**src/rtl/alu_pkg.sv**
```systemverilog
// Shared op codes and FSM state encoding for the multi-cycle ALU and the ALU control decoder.
package alu_pkg;

  localparam logic [3:0] OP_AND = 4'b0000;
  localparam logic [3:0] OP_OR  = 4'b0001;
  localparam logic [3:0] OP_ADD = 4'b0010;
  localparam logic [3:0] OP_SUB = 4'b0110;
  localparam logic [3:0] OP_SLT = 4'b0111;
  localparam logic [3:0] OP_SLL = 4'b1111;

  typedef enum logic [1:0] {
    IDLE  = 2'd0,
    EXEC  = 2'd1,
    SHIFT = 2'd2
  } state_t;

  function automatic logic is_legal_op(input logic [3:0] op);
    return (op == OP_AND) || (op == OP_OR) || (op == OP_ADD) ||
           (op == OP_SUB) || (op == OP_SLT) || (op == OP_SLL);
  endfunction

endpackage

```
**src/rtl/alu_seq_if.sv**
```systemverilog
// Request/response bundle between the multicycle controller (master) and alu_seq (slave).
// Handshake: start is sampled only on an edge where busy = 0; that edge accepts the request.
// busy stays high until the edge that raises done; done is a one-cycle pulse with result/flags valid.
interface alu_seq_if #(
  parameter int WIDTH = 32,
  parameter int SHW   = $clog2(WIDTH)
);
  logic             start;
  logic [3:0]       op;
  logic [WIDTH-1:0] a;
  logic [WIDTH-1:0] b;
  logic [SHW-1:0]   shamt;
  logic             busy;
  logic             done;
  logic [WIDTH-1:0] result;
  logic             zero;
  logic             ovf;
  logic             illegal;

  modport master (
    output start, op, a, b, shamt,
    input  busy, done, result, zero, ovf, illegal
  );

  modport slave (
    input  start, op, a, b, shamt,
    output busy, done, result, zero, ovf, illegal
  );
endinterface

```
**src/rtl/alu_core.sv**
```systemverilog
// Combinational datapath for the single-step ops (AND/OR/ADD/SUB/SLT).
// SLL is handled bit-serially by alu_seq; any undefined code reports illegal with a zero result.
module alu_core
  import alu_pkg::*;
#(
  parameter int WIDTH = 32
) (
  input  logic [3:0]       i_op,
  input  logic [WIDTH-1:0] i_a,
  input  logic [WIDTH-1:0] i_b,
  output logic [WIDTH-1:0] o_result,
  output logic             o_ovf,
  output logic             o_illegal
);

  logic [WIDTH-1:0] w_sum;
  logic [WIDTH-1:0] w_diff;
  logic             w_lt;
  logic             w_sa;
  logic             w_sb;

  assign w_sum  = i_a + i_b;
  assign w_diff = i_a - i_b;
  assign w_lt   = ($signed(i_a) < $signed(i_b));
  assign w_sa   = i_a[WIDTH-1];
  assign w_sb   = i_b[WIDTH-1];

  always_comb begin
    o_result  = '0;
    o_ovf     = 1'b0;
    o_illegal = 1'b0;
    case (i_op)
      OP_AND: o_result = i_a & i_b;
      OP_OR:  o_result = i_a | i_b;
      OP_ADD: begin
        o_result = w_sum;
        o_ovf    = (w_sa == w_sb) && (w_sum[WIDTH-1] != w_sa);
      end
      OP_SUB: begin
        o_result = w_diff;
        o_ovf    = (w_sa != w_sb) && (w_diff[WIDTH-1] != w_sa);
      end
      OP_SLT: o_result = {{(WIDTH-1){1'b0}}, w_lt};
      // SLL never reaches this block through EXEC; report a neutral zero
      OP_SLL: o_result = '0;
      default: o_illegal = 1'b1;
    endcase
  end

endmodule

```
**src/rtl/alu_seq.sv**
```systemverilog
// Multi-cycle ALU: two-edge latency for logic/arith/compare ops, one bit per cycle for SLL.
// All outputs are registered; o_dbg_state exposes the FSM state.
module alu_seq
  import alu_pkg::*;
#(
  parameter int WIDTH = 32,
  parameter int SHW   = $clog2(WIDTH)
) (
  input  logic       clk,
  input  logic       rst_n,
  alu_seq_if.slave   bus,
  output state_t     o_dbg_state
);

  state_t           r_state;
  logic [3:0]       r_op;
  logic [WIDTH-1:0] r_a;
  logic [WIDTH-1:0] r_b;
  logic [WIDTH-1:0] r_acc;
  logic [SHW-1:0]   r_cnt;
  logic [WIDTH-1:0] r_result;
  logic             r_zero;
  logic             r_ovf;
  logic             r_illegal;
  logic             r_done;

  logic [WIDTH-1:0] w_core_result;
  logic             w_core_ovf;
  logic             w_core_illegal;

  alu_core #(.WIDTH(WIDTH)) u_core (
    .i_op      (r_op),
    .i_a       (r_a),
    .i_b       (r_b),
    .o_result  (w_core_result),
    .o_ovf     (w_core_ovf),
    .o_illegal (w_core_illegal)
  );

  always_ff @(posedge clk) begin
    if (!rst_n) begin
      r_state   <= IDLE;
      r_op      <= '0;
      r_a       <= '0;
      r_b       <= '0;
      r_acc     <= '0;
      r_cnt     <= '0;
      r_result  <= '0;
      r_zero    <= 1'b0;
      r_ovf     <= 1'b0;
      r_illegal <= 1'b0;
      r_done    <= 1'b0;
    end else begin
      r_done <= 1'b0;
      case (r_state)
        IDLE: begin
          if (bus.start) begin
            r_op <= bus.op;
            r_a  <= bus.a;
            r_b  <= bus.b;
            if (bus.op == OP_SLL) begin
              r_acc   <= bus.b;
              r_cnt   <= bus.shamt;
              r_state <= SHIFT;
            end else begin
              r_state <= EXEC;
            end
          end
        end
        EXEC: begin
          r_result  <= w_core_result;
          r_zero    <= (w_core_result == '0);
          r_ovf     <= w_core_ovf;
          r_illegal <= w_core_illegal;
          r_done    <= 1'b1;
          r_state   <= IDLE;
        end
        SHIFT: begin
          // cnt == 0 is checked before shifting, so shamt = 0 finishes like EXEC
          if (r_cnt == '0) begin
            r_result  <= r_acc;
            r_zero    <= (r_acc == '0);
            r_ovf     <= 1'b0;
            r_illegal <= 1'b0;
            r_done    <= 1'b1;
            r_state   <= IDLE;
          end else begin
            r_acc <= {r_acc[WIDTH-2:0], 1'b0};
            r_cnt <= r_cnt - SHW'(1);
          end
        end
        default: r_state <= IDLE;
      endcase
    end
  end

  assign bus.busy    = (r_state != IDLE);
  assign bus.done    = r_done;
  assign bus.result  = r_result;
  assign bus.zero    = r_zero;
  assign bus.ovf     = r_ovf;
  assign bus.illegal = r_illegal;
  assign o_dbg_state = r_state;

endmodule
```
**src/flat_wrapper.sv**
```systemverilog
// flat-port wrapper written by rule: the top's interface ports become plain ports
module alu_seq_flat import alu_pkg::*;
#(
  parameter int WIDTH = 32,
  parameter int SHW   = $clog2(WIDTH)
)
  (clk, rst_n, o_dbg_state, bus_start, bus_op, bus_a, bus_b, bus_shamt, bus_busy, bus_done, bus_result, bus_zero, bus_ovf, bus_illegal);
  alu_seq_if #(.WIDTH(WIDTH), .SHW(SHW)) bus_i ();
  input  logic clk;
  input  logic rst_n;
  output state_t o_dbg_state;
  input wire logic [$bits(bus_i.start)-1:0] bus_start;
  input wire logic [$bits(bus_i.op)-1:0] bus_op;
  input wire logic [$bits(bus_i.a)-1:0] bus_a;
  input wire logic [$bits(bus_i.b)-1:0] bus_b;
  input wire logic [$bits(bus_i.shamt)-1:0] bus_shamt;
  output wire logic [$bits(bus_i.busy)-1:0] bus_busy;
  output wire logic [$bits(bus_i.done)-1:0] bus_done;
  output wire logic [$bits(bus_i.result)-1:0] bus_result;
  output wire logic [$bits(bus_i.zero)-1:0] bus_zero;
  output wire logic [$bits(bus_i.ovf)-1:0] bus_ovf;
  output wire logic [$bits(bus_i.illegal)-1:0] bus_illegal;
  assign bus_i.start = bus_start;
  assign bus_i.op = bus_op;
  assign bus_i.a = bus_a;
  assign bus_i.b = bus_b;
  assign bus_i.shamt = bus_shamt;
  assign bus_busy = bus_i.busy;
  assign bus_done = bus_i.done;
  assign bus_result = bus_i.result;
  assign bus_zero = bus_i.zero;
  assign bus_ovf = bus_i.ovf;
  assign bus_illegal = bus_i.illegal;
  alu_seq #(.WIDTH(WIDTH), .SHW(SHW)) u_core (.clk(clk), .rst_n(rst_n), .bus(bus_i), .o_dbg_state(o_dbg_state));
endmodule
```
**config.mk**
```make
export PLATFORM = sky130hd
export DESIGN_NAME = alu_seq_flat
export DESIGN_NICKNAME = d
export VERILOG_FILES = /design/src/rtl/alu_pkg.sv /design/src/rtl/alu_seq_if.sv /design/src/rtl/alu_core.sv /design/src/rtl/alu_seq.sv /design/src/flat_wrapper.sv
export SDC_FILE = /design/constraint.sdc
export NUM_CORES = 1
export LEC_CHECK = 0
export CORE_ASPECT_RATIO = 0.5
export CORE_MARGIN = 5
export CORE_UTILIZATION = 30
export CTS_CLUSTER_SIZE = 10
export DETAILED_ROUTE_END_ITERATION = 7
export PLACE_DENSITY = 0.47
export SLEW_MARGIN = 20
export SYNTH_ARGS = -nofsm -noshare
export SYNTH_HDL_FRONTEND = slang
export SYNTH_SLANG_ARGS = --single-unit
```
**constraint.sdc**
```tcl
create_clock -name clk -period 9.99 [get_ports clk]
set_input_delay 1.998 -clock clk [delete_from_list [all_inputs] [get_ports clk]]
set_output_delay 1.998 -clock clk [all_outputs]
set_load 0.05 [all_outputs]
```
==> results.sh <==
export IMPL_fill_cells=3871
export IMPL_ys_flop_type="dfxtp_1"
export IMPL_cp_start_kind="register"
export IMPL_cp_num_buf_inv=1
export IMPL_h_tree_depth=4
export IMPL_powerDensity_nw_per_um2=142
export IMPL_fp_dieH_um=147
export IMPL_drt_iter0_markers=1162
export IMPL_final_common_cell="nand2_1"
export IMPL_worstPathArrival_ps=4840
export IMPL_post_cts_resized=0
export IMPL_cp_required_ps=10350
export IMPL_min_from="u_core.bus.result[6]"
export IMPL_cts_setup_buffers=0
export IMPL_cp_end_kind="register"
export IMPL_ff2ff_path_depth=13
export IMPL_cp_startpoint="u_core.r_b[1]"
export IMPL_cts_sinks=143
export IMPL_finalSetupViolations=0
export IMPL_worstPathCellList="inv_1 > ha_1 > nor2_1 > o311ai_2 > a2111oi_4 > o31a_2 > o31ai_2 > o221ai_1 > a221oi_1 > nand2_1 > nor4_1 > nand3_1 > o32ai_2"
export IMPL_overflow=0
export IMPL_cts_buffers_inserted=17
export IMPL_p_leak_nw=4.86
export IMPL_clock_fmax_mhz=223
export IMPL_drt_wirelength_per_cell_um=22.3
export IMPL_irDropWorstVdd_uv=76.5
export IMPL_root_buffer="clkbuf_16"
export IMPL_timing_rr_end="u_core.bus.zero"
export IMPL_area_delta_synth_final_pct=17.8
export IMPL_cp_top_family="compound AO/OA/AOI/OAI gates"
export IMPL_tightest_slew_ps=1180
export IMPL_finalSetupTns_ps=0
export IMPL_clk_pin_slew_ps=70
export IMPL_nets=1771
export IMPL_hold_buffers=0
export IMPL_antenna_found_initial=0
export IMPL_status="complete, no violations"
export IMPL_crit_path_max_incr_delay_ps=990
export IMPL_core_area_sq_um=37200
export IMPL_syn_num_nets=1726
export IMPL_start_util_pct=30.2
export IMPL_fp_row_count=50
export IMPL_hold_slack_ps=451
export IMPL_crit_end="u_core.bus.zero"
export IMPL_hpwl_um=35200
export IMPL_async_reset_ff_share_pct=0
export IMPL_critPathSlowestCell="a221oi_1"
export IMPL_drt_total_wl_um=46900
export IMPL_cts_tree="done"
export IMPL_final_hold_violation_count=0
export IMPL_place_ws_ps=5260
export IMPL_io_buffers=114
export IMPL_die_w_um=284
export IMPL_grt_setup_unrepaired="false"
export IMPL_fin_crit_ps=4480
export IMPL_first_pass_iters=5
export IMPL_ios=115
export IMPL_ys_warn_count=0
export IMPL_relSlewSlack_pct=21.5
export IMPL_grt_start_max_net_pins=84
export IMPL_utilization_pct=35.6
export IMPL_skew_ps=19.5
export IMPL_syn_area_per_cell_sq_um=7.29
export IMPL_route_detailed_drc=0
export IMPL_mostFrequentLayoutCells="274 x nand2_1, 198 x a21oi_1, 143 x dfxtp_1"
export IMPL_grt_pass1_vias=11000
export IMPL_place_congestion=0.889
export IMPL_ys_ff_latch=143
export IMPL_synth_cell_type_count=99
export IMPL_antennaDiodeCount=0
export IMPL_netlist_instances=1545
export IMPL_r2r_slack_ps=5510
export IMPL_layout_drive_gt1_share_pct=5.74
export IMPL_maxCapViolCount=0
export IMPL_timing_final_ws_setup_ps=5510
export IMPL_grt_pass1_wl_um=70000
export IMPL_seq_area_sq_um=2860
export IMPL_die_area_sq_um=41700
export IMPL_worst_path_stages=13
export IMPL_r2r_start="u_core.r_b[1]"
export IMPL_clock_latency_ps=460
export IMPL_drtAntennaViolNets=0
export IMPL_via_per_inst=5.57
export IMPL_ctsLongestPathBuffers=2
export IMPL_min_path_type="register to register"
export IMPL_yosysSeqAreaShare_pct=25.4
export IMPL_synth_edf_count=0
export IMPL_fin_crit_sh_pct=44.8
export IMPL_multiInputGateArea_sq_um=7540
export IMPL_via_count=11700
export IMPL_slew_viol_final=0
export IMPL_worst_setup_path_type="register to register"
export IMPL_grtUsageTotal_pct=21.7
export IMPL_crit_fanout=6
export IMPL_synth_area_sq_um=11300
[state kept, by name, summed over array words and instances, names as in the netlist]
name	flops
u_core.r_b	32
u_core.bus.zero	1
u_core.r_cnt	5
u_core.r_acc	32
u_core.bus.ovf	1
u_core.bus.illegal	1
u_core.r_op	4
u_core.bus.result	32
u_core.o_dbg_state	2
u_core.bus.done	1
u_core.r_a	32
[report_power, final]
| group | leakage, nW | internal, mW | switching, mW |
|---|---|---|---|
| sequential | 1.17 | 0.597 | 0.0306 |
| clock | 0.283 | 0.339 | 0.322 |
| combinational | 3.41 | 0.196 | 0.392 |
| total | 4.86 | 1.13 | 0.745 |
[logic make-up (layout without fill, tap and decap cells)]
logic type	after synthesis	in the layout	share of synthesized area (%)
xor gates and xnor gates	3	3	0.233
and+or+nand+nor	564	564	22.8
buffers and inverters	210	268	8.05
DFF	143	143	25.4
muxes	23	23	2.17
AOI/OAI and AO/OA	497	497	29.6
adders and majority gates	105	105	11.8
[cell type report]
class | count | area share, %
sequential | 143 | 21.6
multi-input combinational | 1192 | 56.8
tap | 494 | 4.66
clock buffer | 18 | 3.31
timing repair buffer | 130 | 9.51
inverter | 106 | 3.02
clock inverter | 14 | 1.08
[through the flow]
stage                     total power, mW  std cells  instance area [sq um]
after floorplan                      1.01       1545                  11300
after global routing                 1.96       2097                  13300
final                                1.88       2097                  13300
after detailed placement             1.22       2064                  12700
after CTS                            1.88       2096                  13300
after global placement               1.21       2064                  12700
[metal layers]
| layer | vias to the layer above | GRT usage, % | wire length (um) |
|---|---|---|---|
| met5 | - | 0 | 0 |
| met1 | 5643 | 33.6 | 24000 |
| li1 | 5580 | - | - |
| met4 | 0 | 3.88 | 557 |
| met2 | 411 | 29.1 | 17900 |
| met3 | 42 | 7.01 | 4360 |
[worst min-delay path by stage]
stage / endpoint / slack, ps / depth (start not counted)
floorplan: u_core.r_a[0] / 450 / 2
global placement: u_core.bus.result[6] / 440 / 2
detailed placement: u_core.bus.result[6] / 440 / 2
CTS: u_core.bus.result[6] / 450 / 2
global route: u_core.bus.result[6] / 470 / 2
finish: u_core.bus.result[6] / 450 / 2
[worst reg2reg max path, delay by kind of cell, from the launching register on]
kind                     cells  cell delay (ps)
AO/OA/AOI/OAI                7             3030
buffers and inverters        1              120
adder cells (fa/ha/maj)      1              310
flip-flops                   1              410
AND/OR/NAND/NOR              4              520
[cells in the mapped netlist (all sizes together) (4+ instances only)]
master   count  area share (%)
nand3       20            0.93
o31a         5            0.40
o311a        4            0.36
o211ai      26             1.8
nand2      275             9.2
nor2       121             4.1
or2          6            0.33
or3          8            0.44
o21ai       75             3.4
o22ai        4            0.22
nor3        27             1.2
a2bb2oi      4            0.31
a21oi      200             8.9
a211oi      30             2.2
and2         8            0.44
o21bai       5            0.37
clkbuf      70             2.3
a31oi       12            0.67
nor4b        4            0.31
dfxtp      143              25
or4          4            0.27
nand4       14            0.78
a221oi      10            0.83
nor2b       13            0.77
inv        104             3.5
mux2i       21             1.9
ha         103              11
a2111oi     10             1.3
and3         4            0.22
o221ai      11            0.91
nand2b      22             1.2
o21a         5            0.33
a221o       12             1.1
buf         34             2.2
a311oi      17             1.3
nor4        21             1.2
a21o        10            0.67
a22oi        7            0.47
o31ai       17             1.2
a211o        5            0.39
(Power assumes the default switching activity.)
